File: config.mk
export PLATFORM = sky130hd
export DESIGN_NAME = debug_run_controller
export DESIGN_NICKNAME = d
export VERILOG_FILES = /design/src/rtl/debug_run_controller.sv
export SDC_FILE = /design/constraint.sdc
export NUM_CORES = 1
export LEC_CHECK = 0
export CORE_MARGIN = 3
export CORE_UTILIZATION = 30
export CTS_CLUSTER_SIZE = 8
export DETAILED_ROUTE_END_ITERATION = 8
export GPL_ROUTABILITY_DRIVEN = 0
export MAX_ROUTING_LAYER = met4
export SLEW_MARGIN = 20
export SYNTH_ARGS = -nofsm -noshare
export SYNTH_HDL_FRONTEND = slang
export SYNTH_SLANG_ARGS = --single-unit
File: constraint.sdc
create_clock -name clk -period 10 [get_ports clk]
set_input_delay 1.5 -clock clk [delete_from_list [all_inputs] [get_ports clk]]
set_output_delay 1.5 -clock clk [all_outputs]
set_load 0.01 [all_outputs]
File: src/rtl/debug_run_controller.sv
// debug_run_controller: run control for a core behind a registered clock
// enable. Supports free run, N-instruction stepping, address breakpoints and
// external halt requests. Captures the last committed retirement and muxes a
// value out for the seven-segment display.
module debug_run_controller #(
    parameter int DATA_WIDTH     = 32,
    parameter int ADDR_WIDTH     = 32,
    parameter int REG_ADDR_WIDTH = 5,
    parameter int NUM_BP         = 2,
    parameter int STEP_WIDTH     = 8
) (
    input  logic                         clk,
    input  logic                         rst,
    input  logic [1:0]                   i_mode,
    input  logic [STEP_WIDTH-1:0]        i_step_count,
    input  logic                         i_resume,
    input  logic                         i_halt_req,
    input  logic [NUM_BP-1:0]            i_bp_en,
    input  logic [NUM_BP*ADDR_WIDTH-1:0] i_bp_addr,
    input  logic                         i_retire_en,
    input  logic [ADDR_WIDTH-1:0]        i_retire_iaddr,
    input  logic [DATA_WIDTH-1:0]        i_retire_data,
    input  logic [REG_ADDR_WIDTH-1:0]    i_retire_rdest,
    input  logic [1:0]                   i_disp_sel,
    output logic                         o_core_en,
    output logic                         o_halted,
    output logic [1:0]                   o_halt_cause,
    output logic [NUM_BP-1:0]            o_bp_hit,
    output logic [31:0]                  o_retire_count,
    output logic [DATA_WIDTH-1:0]        o_disp_data
);

    localparam logic ST_RUN  = 1'b0;
    localparam logic ST_HALT = 1'b1;

    localparam logic [1:0] CAUSE_NONE = 2'd0;
    localparam logic [1:0] CAUSE_STEP = 2'd1;
    localparam logic [1:0] CAUSE_BP   = 2'd2;
    localparam logic [1:0] CAUSE_EXT  = 2'd3;

    logic                      state, state_nxt;
    logic [1:0]                cause_nxt;
    logic [NUM_BP-1:0]         bp_hit_nxt, bp_match;
    logic [STEP_WIDTH-1:0]     rem, rem_cur, step_eff;
    logic                      rem_pending;
    logic                      commit, halt_bp, halt_step;
    logic [DATA_WIDTH-1:0]     cap_data;
    logic [ADDR_WIDTH-1:0]     cap_iaddr;
    logic [REG_ADDR_WIDTH-1:0] cap_rdest;

    // A step count of zero behaves as one.
    assign step_eff = (i_step_count == '0) ? STEP_WIDTH'(1) : i_step_count;

    // After reset rem tracks i_step_count until the first retire or resume,
    // so the reset branch only ever loads constants.
    assign rem_cur  = rem_pending ? step_eff : rem;

    // Only retires seen while the core is enabled have any effect.
    assign commit   = i_retire_en & o_core_en;
    assign o_halted = (state == ST_HALT);

    // Per-breakpoint address match against the retiring instruction.
    always_comb begin
        bp_match = '0;
        for (int k = 0; k < NUM_BP; k++)
            bp_match[k] = i_bp_en[k] &&
                          (i_bp_addr[k*ADDR_WIDTH +: ADDR_WIDTH] == i_retire_iaddr);
    end

    assign halt_bp   = commit & i_mode[1] & (|bp_match);
    assign halt_step = commit & i_mode[0] & (rem_cur == STEP_WIDTH'(1));

    // Next state and halt cause; breakpoint beats step beats external.
    always_comb begin
        state_nxt  = state;
        cause_nxt  = o_halt_cause;
        bp_hit_nxt = o_bp_hit;
        if (state == ST_RUN) begin
            if (halt_bp) begin
                state_nxt  = ST_HALT;
                cause_nxt  = CAUSE_BP;
                bp_hit_nxt = bp_match;
            end else if (halt_step) begin
                state_nxt  = ST_HALT;
                cause_nxt  = CAUSE_STEP;
                bp_hit_nxt = '0;
            end else if (i_halt_req) begin
                state_nxt  = ST_HALT;
                cause_nxt  = CAUSE_EXT;
                bp_hit_nxt = '0;
            end
        end else if (i_resume) begin
            state_nxt  = ST_RUN;
            cause_nxt  = CAUSE_NONE;
            bp_hit_nxt = '0;
        end
    end

    // State, cause and core enable; the enable is a registered decode of
    // the next state so the core sees a glitch-free stall.
    always_ff @(posedge clk or posedge rst) begin
        if (rst) begin
            state        <= ST_RUN;
            o_core_en    <= 1'b1;
            o_halt_cause <= CAUSE_NONE;
            o_bp_hit     <= '0;
        end else begin
            state        <= state_nxt;
            o_core_en    <= (state_nxt == ST_RUN);
            o_halt_cause <= cause_nxt;
            o_bp_hit     <= bp_hit_nxt;
        end
    end

    // Step counter: reload on resume, saturating decrement per retire.
    always_ff @(posedge clk or posedge rst) begin
        if (rst) begin
            rem         <= '0;
            rem_pending <= 1'b1;
        end else if ((state == ST_HALT) && i_resume) begin
            rem         <= step_eff;
            rem_pending <= 1'b0;
        end else if (commit) begin
            rem         <= (rem_cur == '0) ? '0 : rem_cur - STEP_WIDTH'(1);
            rem_pending <= 1'b0;
        end
    end

    // Capture and count every committed retire, including the halting one.
    always_ff @(posedge clk or posedge rst) begin
        if (rst) begin
            cap_data       <= '0;
            cap_iaddr      <= '0;
            cap_rdest      <= '0;
            o_retire_count <= '0;
        end else if (commit) begin
            cap_data       <= i_retire_data;
            cap_iaddr      <= i_retire_iaddr;
            cap_rdest      <= i_retire_rdest;
            o_retire_count <= o_retire_count + 32'd1;
        end
    end

    // Display source mux; casts zero-extend or truncate to DATA_WIDTH.
    always_comb begin
        o_disp_data = '0;
        case (i_disp_sel)
            2'd0:    o_disp_data = cap_data;
            2'd1:    o_disp_data = DATA_WIDTH'(cap_iaddr);
            2'd2:    o_disp_data = DATA_WIDTH'(o_retire_count);
            default: o_disp_data = DATA_WIDTH'({cap_rdest, o_halt_cause});
        endcase
    end

endmodule

==> metrics.cfg <==
[status]
status = finished, final reports clean

[setup_path]
crit_chain = clkdlybuf4s50_1, buf_4, nor2b_2, nand2_1, o21ai_0, clkdlybuf4s50_1
rr_worst_depth = 7
cp_num_cells = 6
crit_buf_inv = 3
worst-setup-path-type = in -> out
timing.critical_path.max_delay_family = buffers and inverters
r2r_end = o_bp_hit[0]
cp.required_ns = 8.50
arrival_ns = 4.11
cp_max_fo = 33
cpPeakStageDelay_ns = 0.94
timing.rr.start = o_core_en
crit_slowest_cell = nor2b_2
worst_setup_path_end_kind = output pin
cp-start-kind = input port
crit_top_cell = clkdlybuf4s50_1
ff2ff_setup_slack_ns = 7.18

[synth]
syn_area_um2 = 6320
avgSynthCellArea_um2 = 11.5
syn_nets = 708
yosys.area_share.adder_pct = 0.792
synth_edf_count = 0
netlist_top_cells_area = dfrtp_1 (45%), mux2_2 (12%), xnor2_1 (11%)
ys_types = 48
synth-main-ff-cell = dfrtp_1
synth.mux.area_fraction_pct = 20.2
yosysSeqAreaShare_pct = 46.0
synth_warnings = 0
synth_compound_area_share_pct = 5.36
synth_cells = 552
synth_top_family_by_area = multiplexers
synth-seq-cells = 116
synthArstFlopShare_pct = 100
yosys.area_share.simple_pct = 12.0
yosys.area.top_type = dfrtp_1
synthXorXnorAreaFrac_pct = 13.7
netlist.area_leader.share_pct = 45.1

[place]
place_inst = 1025
placed_cell_area_um2 = 8800
io_buffers = 221
dp_hpwl_mm = 17.0

[global_routing]
grtUsageMet2_pct = 31.3
grt_max_degree = 63
grt_pass1_wl_mm = 32.5
gr-total-overflow = 0
grt_use_met3_pct = 4.13
busiest_layer = met2
grtUsageMet1_pct = 25.8
globalRouteTotalUtil_pct = 19.8
antenna_found_initial = 4
grt_pass1_vias = 5530

[clocking]
cts_buffers = 17
cts.hold.buffers_added = 0
cts_tree = done
cts_setup_buffers = 0
insertion_delay_ns = 0.41
clk_pin_slew_worst_paths_ns = 0.05
clk_path_buf_depth = 2
root_buffer = clkbuf_16
clock-sinks = 116
htreeDepth = 4
cts_resized = 0

[floorplanning]
io_pins = 222
core_um2 = 20500
fp.dieW_um = 151
initial_core_util_pct = 30.8
dieArea_um2 = 22900
die_y_um = 151
placementRows = 52

[detailed_routing]
first_iter_violations = 249
dr.pass1.iters = 4
finalWirelength_mm = 21.2
drc = 0
via_per_inst = 4.90
drtAntennaViolNets = 0
wl_per_cell_um = 20.1
num_vias = 5185

[sta]
report.final.slew_viol_count = 0
max-slew-margin-rel_pct = 28.0
finalSetupViolCount = 0
skew_ns = 0.0119
fin_crit_sh_pct = 56.1
hold-worst-slack_ns = 0.495
period_minus_slack_ns = 5.61
tightest_slew_ns = 1.07
finalHoldViolCount = 0
fmax_mhz = 178
fin_tns_setup_ns = 0
grt_setup_unrepaired = false

[cells_and_area]
utilization_pct = 45.9
nFillCells = 1898
final_cell_area_um2 = 9410
area_delta_synth_final_pct = 48.8
drive_gt1_share_pct = 16.3
num-nets-final = 930
finalNonFillerCells = 1058

[pwr]
p_leak_uw = 0.00369
ir_drop_mv = 0.108
powerDensity_nw_per_um2 = 182

[run]
drv_cap = 0

[min_path]
hp-class = reg -> reg
min_from = rem[0]
whs_path_depth = 2
worstHoldEndpoint = rem[0]

## cells in the mapped netlist, types with 3 or more instances
cell type	number
buf_2	3
nand2_1	47
ha_1	4
dfrtp_1	114
xnor2_1	83
buf_1	8
xor2_1	16
a21oi_1	8
clkbuf_1	8
mux2_2	70
nand3_1	7
o21ai_0	34
nor2_1	13
a22oi_1	7
mux4_2	4
and2_1	3
o211ai_1	3
nor4_1	4
mux4_1	3
mux2i_1	32
and3_1	8
nand4_1	20
inv_1	7
nor3_1	12
nand3_2	6
## layout by cell type, fill, tap and decap left out, types with 8 or more instances in the layout
cell type / netlist / final
nor2_1: 13 / 13
xnor2_1: 83 / 83
and3_1: 8 / 8
nand2_1: 47 / 47
mux2i_1: 32 / 32
a21oi_1: 8 / 8
clkbuf_16: 0 / 17
o21ai_0: 34 / 34
xor2_1: 16 / 16
nand4_1: 20 / 20
clkdlybuf4s50_1: 0 / 220
nor3_1: 12 / 12
dfrtp_1: 114 / 114
mux2_2: 70 / 70
## layer usage
layer	vias up	share of wire [%]
met5	-	0
met4	0	1.5
met3	22	5.4
met2	182	49
met1	2559	44
li1	2422	-
## power by group
part | internal, uW | leakage [uW] | total [uW] | switching (uW)
combinational | 268 | 0.00197 | 467 | 198
clock | 397 | 0.000291 | 604 | 207
sequential | 570 | 0.00143 | 644 | 74.1
total | 1240 | 0.00369 | 1710 | 479
## worst register-to-register path, stage by stage (launching register included)
cell,delay [ns]
dfstp_2,0.55
and2_4,0.33
buf_4,0.65
nand3_1,0.25
or4_1,0.49
nor3b_1,0.21
nand3_1,0.11
o211ai_1,0.10
## metrics by stage
step	power [uW]	setup WS, ns
after floorplan	883	5.43
after CTS	1740	4.36
after detailed placement	1120	4.35
after global placement	1110	4.47
final	1710	4.39
after global routing	1810	4.20
## worst max-delay path by stage
| stage | slack, ns | startpoint | endpoint |
|---|---|---|---|
| 5_1_grt | 4.20 | i_disp_sel[1] | o_disp_data[24] |
| 4_1_cts | 4.36 | i_disp_sel[1] | o_disp_data[7] |
| 3_3_place_gp | 4.47 | i_disp_sel[1] | o_disp_data[23] |
| 3_5_place_dp | 4.35 | i_disp_sel[1] | o_disp_data[7] |
| 2_1_floorplan | 5.43 | rst | cap_data[0] |
| 6_report | 4.39 | i_disp_sel[1] | o_disp_data[29] |
## layout make-up
type	count	area, um^2	share of cell area (%)
antenna	2	5.00	0.0532
sequential	116	2910	30.9
tap	270	338	3.59
inverter	7	28.8	0.306
multi-input combinational	407	3290	35.0
clock inverter	8	98.8	1.05
timing repair buffer	225	2240	23.8
clock buffer	23	498	5.29
## sequential cells by signal, indices dropped and copies added (netlist names)
register        count
o_retire_count     32
cap_rdest           5
o_core_en           1
o_halted            1
cap_data           32
o_halt_cause        2
rem                 8
cap_iaddr          32
rem_pending         1
o_bp_hit            2
## cells by family (layout without fill, tap and decap cells)
family | Yosys count | count (layout)
xor gates and xnor gates | 99 | 99
AOI/OAI and AO/OA | 59 | 59
muxes | 109 | 109
buffers and inverters | 29 | 263
DFF | 116 | 116
and+or+nand+nor | 136 | 136
adders and majority gates | 4 | 4
other | 0 | 2
(Power assumes the default switching activity.)
